$ cat src/rtl/spdif_pkg.sv
// Shared definitions for the S/PDIF frame sequencer.
//   pre_e        : preamble codes as delivered by the subframe decoder
//   seq_state_e  : sequencer position within the B/W/M/W subframe pattern
//   CTL_*        : bit positions inside the {P,C,U,V} control nibble
package spdif_pkg;

   typedef enum logic [1:0] {
      PRE_B   = 2'd0,
      PRE_M   = 2'd1,
      PRE_W   = 2'd2,
      PRE_INV = 2'd3
   } pre_e;

   typedef enum logic [1:0] {
      ST_HUNT     = 2'd0,
      ST_EXPECT_R = 2'd1,
      ST_EXPECT_L = 2'd2
   } seq_state_e;

   localparam int CTL_V = 0;
   localparam int CTL_U = 1;
   localparam int CTL_C = 2;
   localparam int CTL_P = 3;

   localparam int SMP_W = 24;

endpackage

$ cat src/rtl/spdif_pair_reg.sv
// One-entry stereo pair holding register with valid/ready output.
//   clk, rst          : clock, asynchronous active-low reset
//   load, l, r        : capture a new pair (overwrites an unaccepted one)
//   flush             : drop any pending pair
//   smp_l/smp_r       : held pair, smp_valid until smp_valid & smp_ready
//   ovf_evt           : combinational, a load is overwriting an unaccepted pair
//   ovf_cnt           : saturating count of overwritten pairs
module spdif_pair_reg #(
   parameter int W = 24
) (
   input  logic         clk,
   input  logic         rst,
   input  logic         load,
   input  logic         flush,
   input  logic [W-1:0] l,
   input  logic [W-1:0] r,
   output logic [W-1:0] smp_l,
   output logic [W-1:0] smp_r,
   output logic         smp_valid,
   input  logic         smp_ready,
   output logic         ovf_evt,
   output logic [7:0]   ovf_cnt
);

   // A load in the same cycle as acceptance is not an overflow.
   assign ovf_evt = load & smp_valid & ~smp_ready;

   always_ff @(posedge clk or negedge rst) begin
      if (!rst) begin
         smp_l     <= '0;
         smp_r     <= '0;
         smp_valid <= 1'b0;
         ovf_cnt   <= '0;
      end else begin
         // NOTE: registered state uses non-blocking assignments so every flop samples pre-edge values.
         if (flush) begin
            smp_valid <= 1'b0;
         end else if (load) begin
            smp_l     <= l;
            smp_r     <= r;
            smp_valid <= 1'b1;
         end else if (smp_valid && smp_ready) begin
            smp_valid <= 1'b0;
         end
         if (ovf_evt && ovf_cnt != 8'hFF) begin
            ovf_cnt <= ovf_cnt + 8'd1;
         end
      end
   end

endmodule

$ cat src/rtl/spdif_frame_seq.sv
// S/PDIF frame sequencer: checks B/M/W preamble order and the block
// structure, tracks lock, pairs L/R subframes for the mixer and collects
// the first CS_BITS channel-status bits of each block.
// Optional feature macro: SPDIF_PARITY_CHECK_EN (even parity over data+ctl).
//   clk, rst                 : clock, asynchronous active-low reset
//   sf_ack_i                 : subframe strobe; sf_data_i/sf_pre_i/sf_ctl_i valid
//   smp_l_o/smp_r_o          : stereo pair, smp_valid_o / smp_ready_i handshake
//   locked_o                 : stream locked
//   cs_o, cs_upd_o           : last complete channel-status word, update strobe
//   err_o                    : one-cycle sequence/parity/overrun error strobe
//   ovf_cnt_o                : saturating count of dropped pairs
module spdif_frame_seq
   import spdif_pkg::*;
#(
   parameter int FRAMES_PER_BLOCK = 192,
   parameter int CS_BITS          = 32,
   parameter int RELOCK_BLOCKS    = 1
) (
   input  logic               clk,
   input  logic               rst,
   input  logic               sf_ack_i,
   input  logic [SMP_W-1:0]   sf_data_i,
   input  logic [1:0]         sf_pre_i,
   input  logic [3:0]         sf_ctl_i,
   output logic [SMP_W-1:0]   smp_l_o,
   output logic [SMP_W-1:0]   smp_r_o,
   output logic               smp_valid_o,
   input  logic               smp_ready_i,
   output logic               locked_o,
   output logic [CS_BITS-1:0] cs_o,
   output logic               cs_upd_o,
   output logic               err_o,
   output logic [7:0]         ovf_cnt_o
);

   localparam int FW = $clog2(FRAMES_PER_BLOCK);
   localparam int CW = $clog2(RELOCK_BLOCKS + 1);

   seq_state_e         state_q, state_d;
   logic [FW-1:0]      frame_q, frame_d;
   logic [SMP_W-1:0]   l_q, l_d;
   logic [CS_BITS-1:0] cs_sr_q, cs_sr_d;
   logic [CS_BITS-1:0] cs_q, cs_d;
   logic               cs_upd_q, cs_upd_d;
   logic               err_q, err_d;
   logic               locked_q, locked_d;
   logic [CW-1:0]      clean_q, clean_d;

   logic               parity_ok;
   logic               seq_err;
   logic               pair_load;
   logic               take_l;
   logic [FW-1:0]      l_frame;
   logic               ovf_evt;
   logic               unused_ctl;

`ifdef SPDIF_PARITY_CHECK_EN
   assign parity_ok = ~^{sf_data_i, sf_ctl_i};
`else
   assign parity_ok = 1'b1;
`endif

   // V, U and (without parity checking) P carry nothing this block acts on.
   assign unused_ctl = ^{sf_ctl_i[CTL_P], sf_ctl_i[CTL_U], sf_ctl_i[CTL_V]};

   always_comb begin
      // NOTE: every combinational output gets a default first, so no path can infer a latch.
      state_d   = state_q;
      frame_d   = frame_q;
      l_d       = l_q;
      cs_sr_d   = cs_sr_q;
      cs_d      = cs_q;
      cs_upd_d  = 1'b0;
      locked_d  = locked_q;
      clean_d   = clean_q;
      seq_err   = 1'b0;
      pair_load = 1'b0;
      take_l    = 1'b0;
      l_frame   = '0;

      if (sf_ack_i) begin
         unique case (state_q)
            ST_HUNT: begin
               // Anything but a clean B is silently skipped while hunting.
               if (sf_pre_i == PRE_B && parity_ok) begin
                  take_l  = 1'b1;
                  state_d = ST_EXPECT_R;
               end
            end
            ST_EXPECT_R: begin
               if (sf_pre_i == PRE_W && parity_ok) begin
                  pair_load = 1'b1;
                  state_d   = ST_EXPECT_L;
               end else begin
                  seq_err = 1'b1;
               end
            end
            ST_EXPECT_L: begin
               if (frame_q == FW'(FRAMES_PER_BLOCK - 1)) begin
                  if (sf_pre_i == PRE_B && parity_ok) begin
                     take_l  = 1'b1;
                     state_d = ST_EXPECT_R;
                     // An in-sequence B closes a clean block.
                     if (!locked_q) begin
                        if (int'(clean_q) + 1 >= RELOCK_BLOCKS) begin
                           locked_d = 1'b1;
                        end else begin
                           clean_d = clean_q + CW'(1);
                        end
                     end
                  end else begin
                     seq_err = 1'b1;
                  end
               end else begin
                  if (sf_pre_i == PRE_M && parity_ok) begin
                     take_l  = 1'b1;
                     l_frame = frame_q + FW'(1);
                     state_d = ST_EXPECT_R;
                  end else begin
                     seq_err = 1'b1;
                  end
               end
            end
            default: state_d = ST_HUNT;
         endcase
      end

      if (take_l) begin
         l_d     = sf_data_i;
         frame_d = l_frame;
         for (int i = 0; i < CS_BITS; i++) begin
            if (int'(l_frame) == i) begin
               cs_sr_d[i] = sf_ctl_i[CTL_C];
            end
         end
         // The published word includes the bit captured on this strobe.
         if (int'(l_frame) == CS_BITS - 1 && locked_q) begin
            cs_d     = cs_sr_d;
            cs_upd_d = 1'b1;
         end
      end

      if (seq_err) begin
         state_d  = ST_HUNT;
         frame_d  = '0;
         cs_sr_d  = '0;
         locked_d = 1'b0;
         clean_d  = '0;
      end

      err_d = seq_err | ovf_evt;
   end

   always_ff @(posedge clk or negedge rst) begin
      if (!rst) begin
         state_q  <= ST_HUNT;
         frame_q  <= '0;
         l_q      <= '0;
         cs_sr_q  <= '0;
         cs_q     <= '0;
         cs_upd_q <= 1'b0;
         err_q    <= 1'b0;
         locked_q <= 1'b0;
         clean_q  <= '0;
      end else begin
         state_q  <= state_d;
         frame_q  <= frame_d;
         l_q      <= l_d;
         cs_sr_q  <= cs_sr_d;
         cs_q     <= cs_d;
         cs_upd_q <= cs_upd_d;
         err_q    <= err_d;
         locked_q <= locked_d;
         clean_q  <= clean_d;
      end
   end

   spdif_pair_reg #(.W(SMP_W)) u_pair (
      .clk       (clk),
      .rst       (rst),
      .load      (pair_load),
      .flush     (seq_err),
      .l         (l_q),
      .r         (sf_data_i),
      .smp_l     (smp_l_o),
      .smp_r     (smp_r_o),
      .smp_valid (smp_valid_o),
      .smp_ready (smp_ready_i),
      .ovf_evt   (ovf_evt),
      .ovf_cnt   (ovf_cnt_o)
   );

   assign locked_o = locked_q;
   assign cs_o     = cs_q;
   assign cs_upd_o = cs_upd_q;
   assign err_o    = err_q;

endmodule
$ cat config.mk
export PLATFORM = sky130hd
export DESIGN_NAME = spdif_frame_seq
export DESIGN_NICKNAME = d
export VERILOG_FILES = /design/src/rtl/spdif_pkg.sv /design/src/rtl/spdif_pair_reg.sv /design/src/rtl/spdif_frame_seq.sv
export SDC_FILE = /design/constraint.sdc
export NUM_CORES = 1
export LEC_CHECK = 0
export CORE_AREA = 2 2 125 127
export CTS_BUF_LIST = sky130_fd_sc_hd__clkbuf_16
export CTS_CLUSTER_SIZE = 16
export DETAILED_ROUTE_END_ITERATION = 10
export DIE_AREA = 0 0 127 129
export GPL_ROUTABILITY_DRIVEN = 1
export PLACE_DENSITY = 0.71
export SLEW_MARGIN = 10
export SYNTH_ARGS = -nofsm -noshare
export SYNTH_HDL_FRONTEND = slang
export SYNTH_SLANG_ARGS = --single-unit
$ cat constraint.sdc
create_clock -name clk -period 6.5 [get_ports clk]
set_clock_uncertainty 0.05 [all_clocks]
set_input_delay 0.65 -clock clk [delete_from_list [all_inputs] [get_ports clk]]
set_output_delay 0.65 -clock clk [all_outputs]
set_load 0.02 [all_outputs]
# Word-level counts from Yosys, hierarchy flattened
# Cells that the tools add are included.
dict set report word_totals {
  wordCells 161
  reg_bits 159
  in_bits 34
}
dict set report classes {
  muxes 80
  reduce_logical 17
  bitwise 5
  order_cmp 1
  n_addsub 4
  n_eq_ne 41
}
# op count
set ops {}
lappend ops {{$eq 8x6->1 const B} 16}
lappend ops {{$eq 8x5->1 const B} 8}
lappend ops {{$mux 32} 2}
lappend ops {{$mux 1} 63}
lappend ops {{$mux 8} 6}
lappend ops {{$eq 8x4->1 const B} 4}
lappend ops {{$add 8x1->8 const B} 2}
lappend ops {{$eq 8x3->1 const B} 2}
lappend ops {{$mux 2} 6}
lappend ops {{$reduce_bool 2->1} 5}
lappend ops {{$eq 8x2->1 const B} 1}
lappend ops {{$eq 8x8->1 const B} 1}
lappend ops {{$logic_not 8->1} 1}
lappend ops {{$ne 8x8->1 const B} 1}
lappend ops {{$pmux 2 s3} 1}
lappend ops {{$reduce_and 6->1} 1}
lappend ops {{$eq 2x1->1 const B} 2}
lappend ops {{$eq 2x2->1 const B} 2}
lappend ops {{$logic_not 2->1} 2}
lappend ops {{$ne 4x4->1 const B} 1}
lappend ops {{$pmux 1 s2} 2}
lappend ops {{$reduce_and 2->1} 2}
lappend ops {{$reduce_and 4->1} 1}
lappend ops {{$logic_and 1x1->1} 3}
lappend ops {{11 further kinds} 13}

# Depth between registers and ports, before layout
# Gate-level depths: netlist of the first run.
dict set report logic_depth {
  ltp_word 9
  mapped_depth 10
  depth_no_buf 8
}

# Hierarchy
# A second synthesis of the first run with hierarchy kept.
dict set report hier_totals {
  cells_unflattened 614
  hier_area_um2 7033.0
}
# mod seq_area_each_um2 instances area_each_um2 cells_per_inst
set modules_own_cells {}
lappend modules_own_cells {spdif_frame_seq 2502.4 1 4663.2 468}
lappend modules_own_cells {spdif_pair_reg 1426.4 1 2369.8 146}

# Worst setup path before layout of the first run
# Ideal clock, no wire load.
dict set report synth_path {
  path_type {flip-flop to flip-flop}
  from {reg frame_q[0]}
  to {reg cs_sr_q[18]}
  path_buffers 3
  path_stages_with_launch 10
  arrival_ns 2.445
  setup_slack_ns 3.927
  synth_period_minus_slack_ns 2.573
  cell_sequence {dfrtp_1 -> ha_1 -> buf_2 -> o31a_1 -> o21a_1 -> buf_6 -> or4_1 -> buf_2 -> or3_1 -> a21oi_1}
}
dict set report synth_via {
  elab_chain_cells 9
  word_cells_on_any_way 17
  classes_between {1 x add/sub; 2 x eq/ne; 13 x mux; 1 x reduce/logical}
}
# element line
set synth_lines {}
lappend synth_lines {{start: declaration} spdif_frame_seq.sv:40} ;# logic [FW-1:0] frame_q, frame_d;
lappend synth_lines {{start signal: assignment} spdif_frame_seq.sv:167} ;# frame_q <= frame_d;
lappend synth_lines {{$add 8x1->8} spdif_frame_seq.sv:117} ;# l_frame = frame_q + FW'(1);
lappend synth_lines {{$mux 8} spdif_frame_seq.sv:115} ;# if (sf_pre_i == PRE_M && parity_ok) begin
lappend synth_lines {{$mux 8} spdif_frame_seq.sv:99} ;# if (frame_q == FW'(FRAMES_PER_BLOCK - 1)) begin
lappend synth_lines {{$mux 8} spdif_frame_seq.sv:82} ;# unique case (state_q)
lappend synth_lines {{$mux 8} spdif_frame_seq.sv:81} ;# if (sf_ack_i) begin
lappend synth_lines {{$eq 8x6->1} spdif_frame_seq.sv:132} ;# if (int'(l_frame) == i) begin
lappend synth_lines {{$mux 1} spdif_frame_seq.sv:132}
lappend synth_lines {{$mux 32} spdif_frame_seq.sv:128} ;# if (take_l) begin
lappend synth_lines {{$mux 32} spdif_frame_seq.sv:143} ;# if (seq_err) begin
lappend synth_lines {{end signal: assignment} spdif_frame_seq.sv:169} ;# cs_sr_q <= cs_sr_d;
lappend synth_lines {{end: declaration} spdif_frame_seq.sv:42} ;# logic [CS_BITS-1:0] cs_sr_q, cs_sr_d;
# Several ways; a longest one is shown, not always the timed one. The select of a mux whose other input is x is not followed.
# A chain may end at the register's enable or synchronous reset.

# Worst setup path in the final report of the first run
dict set report layout_path {
  from {reg frame_q[0]}
  to {reg cs_sr_q[1]}
}
dict set report layout_via {
  elab_chain_cells 9
  word_cells_on_any_way 17
  classes_between {1 x add/sub; 2 x eq/ne; 13 x mux; 1 x reduce/logical}
}
# element line
set layout_lines {}
lappend layout_lines {{$add 8x1->8} spdif_frame_seq.sv:117}
lappend layout_lines {{$mux 8} spdif_frame_seq.sv:115}
lappend layout_lines {{$mux 8} spdif_frame_seq.sv:99}
lappend layout_lines {{$mux 8} spdif_frame_seq.sv:82}
lappend layout_lines {{$mux 8} spdif_frame_seq.sv:81}
lappend layout_lines {{$eq 8x2->1} spdif_frame_seq.sv:132}
lappend layout_lines {{$mux 1} spdif_frame_seq.sv:132}
lappend layout_lines {{$mux 32} spdif_frame_seq.sv:128}
lappend layout_lines {{$mux 32} spdif_frame_seq.sv:143}
# Several ways; a longest one is shown, not always the timed one. The select of a mux whose other input is x is not followed.

==> results of run 1 <==
Yosys cell counts (5+ instances only):
| cell type | number | area [um2] |
|---|---|---|
| dfrtp_1 | 157 | 3930 |
| nand2_1 | 116 | 435 |
| mux2_2 | 66 | 743 |
| nor2_1 | 33 | 124 |
| o21ai_0 | 33 | 165 |
| clkbuf_1 | 26 | 97.6 |
| a21oi_1 | 25 | 125 |
| nor3_1 | 19 | 95.1 |
| mux2i_1 | 15 | 150 |
| nand3_1 | 14 | 70.1 |
| or3_1 | 9 | 56.3 |
| inv_1 | 8 | 30.0 |
| nand2b_1 | 8 | 50.1 |
| nand4_1 | 8 | 50.1 |
| buf_2 | 7 | 35.0 |
| a31oi_1 | 6 | 37.5 |
| ha_1 | 6 | 75.1 |
| o41ai_1 | 6 | 52.6 |
| xnor2_1 | 6 | 52.6 |
| xor2_1 | 5 | 43.8 |
state kept, by name, summed over array words and instances, names as in the netlist:
register and flops:
cs_o 32, cs_sr_q 31, cs_upd_o 1, err_o 1, frame_q 8, l_q 24, locked_o 1, state_q 2
u_pair.ovf_cnt 8, u_pair.smp_l 24, u_pair.smp_r 24, u_pair.smp_valid 1
per-stage QoR:
step	cell area, um2	std cells
after detailed placement	8240	911
after CTS	8750	940
after global routing	8750	940
after floorplan	6890	632
after global placement	8240	911
final	8750	940
power by group through the flow:
stage	sequential [mW]	clock, mW	combinational, mW
after global placement	1.35	0	0.964
after floorplan	1.54	0	0.337
final	1.36	0.877	0.978
after detailed placement	1.37	0	0.981
after CTS	1.36	0.897	0.989
after global routing	1.39	0.941	1.06
critical path, cell delays in order, from the launching register on:
cell and delay (ns):
dfrtp_1 0.63, ha_1 0.48, nand3_1 0.41, nor3_1 0.45, or4_1 0.66, nand3_1 0.45
o41ai_1 0.45
worst paths after layout:
path / start / slack, ns / to / cells past startpoint
setup / recovery: frame_q[0] / 2.80 / cs_sr_q[1] / 6
hold / removal: rst / 0.26 / u_pair.ovf_cnt[2] / 1
setup reg to reg: frame_q[0] / 2.80 / cs_sr_q[1] / 6
hold reg to reg: l_q[5] / 0.41 / l_q[5] / 2
max in group asynchronous: rst / 4.88 / cs_o[13] / 2
min in group clk: l_q[5] / 0.41 / l_q[5] / 2
cell type report:
| cell class | count | area, um2 |
|---|---|---|
| clock buffers | 17 | 425 |
| clock inverters | 12 | 86.3 |
| fillers | 1244 | 6230 |
| inverters | 8 | 30.0 |
| multi-input cells | 431 | 2780 |
| flip-flops and latches | 157 | 3930 |
| well taps | 188 | 235 |
| repair buffers | 127 | 1260 |
metal layers:
metal / track usage [%] / vias up
met5: 0 / -
met4: 8.21 / 0
met3: 8.52 / 30
met2: 32.2 / 162
met1: 25.9 / 2547
li1: - / 2442
cells by family after synthesis:
family                   synth area share, %
adder cells (fa/ha/maj)                 1.09
multiplexers                            13.0
AND/OR/NAND/NOR                         16.0
flip-flops                              57.0
XOR/XNOR                                1.40
AO/OA/AOI/OAI                           8.71
buffers and inverters                   2.80
==> out/results.tsv, run 1 <==
stage	metric	value	unit
logic_synthesis	yosys_most_used_dff	dfrtp_1	
timing	worst_slack	2.80	ns
min_path	worstHoldPathType	in -> async	
power_and_ir_drop	p_switching	1.01	mW
global_routing	grt_pass1_vias	5318	
drt	viasPerCell	5.51	
final_layout	layout_commonest_cell	dfrtp_1	
flow_run	max_cap_viol_count	0	
worst_setup_path	crit_required	6.76	ns
worst_setup_path	arrival	3.96	ns
power_and_ir_drop	p_int	2.20	mW
global_routing	overflow	0	
power_and_ir_drop	p_leak	3.94	nW
timing	fin_crit	3.70	ns
timing	fmax	270	MHz
power_and_ir_drop	switching_share	31.4	%
logic_synthesis	synth_area_per_cell	10.9	um2
clock_network	clock_path_buffers	2	
power_and_ir_drop	peakVddDrop	0.000262	V
floorplanning	die_y	129	um
drt	drt-initial-drc-count	288	
timing	setup_violations	0	
final_layout	drive_gt1_share	14.6	%
logic_synthesis	syn_area	6890	um2
clock_network	clock_latency	0.42	ns
power_and_ir_drop	combPwrFrac	30.5	%
timing	worstMarginPinSlew	1.15	ns
logic_synthesis	synth_seq_area_share	57.0	%
drt	num_vias	5181	
drt	met2_length	7510	um
worst_setup_path	path_class	reg -> reg	
clock_network	htreeDepth	4	
timing	fin_crit_sh	56.9	%
worst_setup_path	cp_max_fo	19	
clock_network	cts_tree	yes	
drt	top_layer	met4	
global_routing	antenna_found_initial	0	
global_routing	grt_pass1_wl	26600	um
worst_setup_path	startpoint_type	flip-flop	
clock_network	cts_root_buffer	clkbuf_16	
timing	setup_tns	0	ns
final_layout	nets	782	
logic_synthesis	synth-seq-cells	157	
final_layout	final_cell_mix	157 x dfrtp_1, 121 x clkdlybuf4s50_1, 115 x nand2_1	
clock_network	clk_pin_slew	0.06	ns
logic_synthesis	synth_nets	672	
placed_design	io_buffer_count	122	
clock_network	cts_buffers	17	
logic_synthesis	synthCells	632	
clock_network	cts_resized	0	
clock_network	postCtsSetupRepairBufs	0	
power_and_ir_drop	powerDensity	367	nW/um2
final_layout	final_util	58.4	%
power_and_ir_drop	power	3.21	mW
final_layout	syn_to_final_growth	26.9	%
drt	met3_length	1400	um
drt	ant_nets	0	
floorplanning	io_pins	126	
drt	drcViolationCount	0	
timing	grt_setup_unrepaired	no	
power_and_ir_drop	power_frac_seq	42.2	%
placed_design	place_congestion	0.885	
logic_synthesis	ys.warnings.count	0	
drt	routed_wirelength	16200	um
clock_network	hold_buffers	0	
placed_design	hpwl	10900	um
drt	dr.pass1.iters	4	
timing	slew_viol_final	0	
floorplanning	initial_utilization	46.0	%
clock_network	cts_sinks	157	
drt	drt-met1-wl	6930	um
timing	finalHoldViolations	0	
drt	detail_route.wl_per_cell	17.2	um
timing	hold_ws	0.257	ns
global_routing	track_usage	20.7	%
logic_synthesis	synth_edf_count	0	
floorplanning	chipWidth	127	um
power_and_ir_drop	clockPowerShare	27.3	%
floorplanning	std_cell_rows	45	
run_status	status	finished clean	
floorplanning	core_area	15000	um2
logic_synthesis	async_reset_ff_share	100	%
logic_synthesis	ys_types	53	
placed_design	post-place-ws	2.53	ns
worst_setup_path	critPathCaptureType	flip-flop	
final_layout	antenna_cells	0	
global_routing	grt_max_degree	97	
floorplanning	fp.dieArea	16400	um2
timing	relSlewSlack	23.4	%
Power figures use the tool's default switching activity.
==> run 2: changes to the inputs <==
--- a/config.mk
+++ b/config.mk
@@ -11,7 +11,7 @@
 export DETAILED_ROUTE_END_ITERATION = 10
 export DIE_AREA = 0 0 127 129
 export GPL_ROUTABILITY_DRIVEN = 1
-export PLACE_DENSITY = 0.71
+export PLACE_DENSITY = 0.74
 export SLEW_MARGIN = 10
 export SYNTH_ARGS = -nofsm -noshare
 export SYNTH_HDL_FRONTEND = slang
==> constraint.sdc (replaced) <==
create_clock -name clk -period 3.3 [get_ports clk]
set_clock_uncertainty 0.05 [all_clocks]
set_input_delay 0.33 -clock clk [delete_from_list [all_inputs] [get_ports clk]]
set_output_delay 0.33 -clock clk [all_outputs]
set_load 0.02 [all_outputs]
==> run 2 against run 1 <==
  * First-iteration DRC count grew 25%
  * Register-to-register slack lost 2.4 ns
  * Routed wire length grew 4.0%
  * Global-route usage grew 0.89 points
  * Sequential share of layout area shrank 1.3 points
  * Non-clock buffer count grew 26
  * Combinational power grew 100%
  * Largest power group unchanged
==> out/results.tsv, run 2 (synthesis gave the netlist of run 1 again) <==
stage	metric	value	unit	change
clock_network	cts_sinks	157		unchanged
global_routing	grt_pass1_vias	5433		+2.2%
floorplanning	core_area	15000	um2	unchanged
global_routing	antenna_found_initial	0		unchanged
worst_setup_path	cp_max_fo	8		-11
timing	slew_viol_final	0		unchanged
drt	viasPerCell	5.47		-0.84%
final_layout	syn_to_final_growth	30.8	%	
timing	setup_tns	0	ns	unchanged
drt	dr.pass1.iters	4		unchanged
worst_setup_path	arrival	3.10	ns	-0.86 ns
worst_setup_path	crit_path_cell_trace	inv_1, ha_1, nand4b_1, nor2_1, nand4_1, or3_1, o311ai_0, o41ai_1		
placed_design	placed_area	8450	um2	+2.6%
worst_setup_path	r2r-start	state_q[0]		
placed_design	io_buffer_count	122		unchanged
final_layout	final_area	9020	um2	+3.1%
timing	fin_crit	2.86	ns	-0.839 ns
clock_network	cts_tree	yes		
final_layout	instances_no_fill	969		+3.1%
final_layout	layout_commonest_cell	dfrtp_1		
final_layout	final_cell_mix	157 x dfrtp_1, 121 x clkdlybuf4s50_1, 115 x nand2_1		
power_and_ir_drop	powerDensity	721	nW/um2	+96%
drt	ant_nets	0		unchanged
worst_setup_path	startpoint_type	flip-flop		
power_and_ir_drop	combPwrFrac	30.6	%	about the same
placed_design	place_congestion	0.893		+0.88%
clock_network	clock_path_buffers	2		unchanged
power_and_ir_drop	switching_share	31.5	%	+0.058 points
global_routing	grt_pass1_wl	27900	um	+4.7%
timing	hold_ws	0.344	ns	+0.0869 ns
worst_setup_path	r2r_cells	8		+2
worst_setup_path	critPathTopFamily	simple AND/OR/NAND/NOR gates		
worst_setup_path	cp_num_buf_inv	1		+1
floorplanning	chipWidth	127	um	unchanged
timing	worstMarginPinSlew	0.748	ns	-0.398 ns
power_and_ir_drop	p_leak	4.10	nW	+4.1%
timing	relSlewSlack	49.8	%	+26 points
floorplanning	io_pins	126		unchanged
floorplanning	fp.dieArea	16400	um2	unchanged
floorplanning	die_y	129	um	unchanged
power_and_ir_drop	p_int	4.45	mW	+100%
drt	detail_route.wl_per_cell	17.4	um	+0.91%
power_and_ir_drop	p_switching	2.05	mW	+100%
worst_setup_path	reg2reg_setup_slack	0.44	ns	-2.36 ns
flow_run	max_cap_viol_count	0		unchanged
timing	fmax	349	MHz	+29%
drt	num_vias	5296		+2.2%
drt	drcViolationCount	0		unchanged
timing	grt_setup_unrepaired	no		
power_and_ir_drop	peakVddDrop	0.000628	V	+140%
worst_setup_path	crit_slowest_cell	or3_1		
clock_network	cts_root_buffer	clkbuf_16		
floorplanning	std_cell_rows	45		unchanged
worst_setup_path	path_class	reg -> reg		
run_status	status	finished clean		
power_and_ir_drop	power	6.50	mW	+100%
power_and_ir_drop	clockPowerShare	28.4	%	+1.1 points
worst_setup_path	critPathCaptureType	flip-flop		
worst_setup_path	slowest_delay	0.44	ns	-0.22 ns
placed_design	dp_cells	936		+2.7%
global_routing	overflow	0		unchanged
worst_setup_path	timing.rr.end	cs_sr_q[22]		
drt	drt-initial-drc-count	361		+25%
global_routing	grt_max_degree	71		-27%
power_and_ir_drop	power_frac_seq	40.9	%	-1.3 points
final_layout	drive_gt1_share	17.7	%	+3.0 points
timing	finalHoldViolations	0		unchanged
clock_network	clk_pin_slew	0.06	ns	about the same
final_layout	nets	808		+3.3%
timing	setup_violations	0		unchanged
placed_design	hpwl	11700	um	+7.7%
global_routing	track_usage	21.6	%	+0.89 points
drt	routed_wirelength	16800	um	+4.0%
timing	fin_crit_sh	86.7	%	+30 points
clock_network	htreeDepth	4		unchanged
worst_setup_path	crit_required	3.54	ns	-3.22 ns
final_layout	antenna_cells	0		unchanged
clock_network	cts_buffers	17		unchanged
min_path	worstHoldPathType	in -> async		
clock_network	clock_latency	0.42	ns	about the same
final_layout	largest_reg_flops	32		unchanged
floorplanning	initial_utilization	46.0	%	unchanged
-- run 2: repair_timing --
action	4_1_cts	5_1_grt
gates resized for setup	0	0
buffers inserted	0	0
setup endpoints to repair	0	0
hold buffers	1	0
hold endpoints to repair	40	0
-- run 2: through the flow --
step	util [%]	setup WS, ns
after global routing	60.2	0.147
after global placement	56.4	0.388
after floorplan	-	0.727
after CTS	60.2	0.458
final	60.2	0.439
after detailed placement	56.4	0.347
-- run 2: layout make-up --
type / count / area [um2]
fill: 1207 / 5960
sequential: 157 / 3930
multi-input combinational: 431 / 2780
timing repair buffer: 153 / 1480
clock buffer: 17 / 425
tap: 188 / 235
clock inverter: 15 / 131
inverter: 8 / 30.0
-- run 2: worst max-delay path by stage --
stage,from,slack (ns),to,cells past startpoint
after floorplan,frame_q[0],0.73,cs_sr_q[18],9
after global placement,sf_pre_i[1],0.39,cs_o[22],7
after detailed placement,sf_pre_i[1],0.35,cs_sr_q[22],7
after CTS,state_q[0],0.46,cs_sr_q[22],8
after global routing,state_q[0],0.15,cs_sr_q[22],8
final,state_q[0],0.44,cs_sr_q[22],8
-- run 2: metal layers --
layer	vias to the layer above	routed length, um	GRT usage, %
li1	2505	-	-
met1	2609	7340	27.5
met2	166	7950	34.9
met3	16	1370	8.32
met4	0	189	5.82
met5	-	0	0
-- run 2: power by group through the flow --
stage / clock (mW) / sequential (mW) / combinational [mW]
after floorplan: 0 / 3.03 / 0.664
after global placement: 0 / 2.65 / 1.95
after detailed placement: 0 / 2.69 / 1.99
after CTS: 1.89 / 2.67 / 2.01
after global routing: 1.96 / 2.72 / 2.15
final: 1.85 / 2.66 / 1.99
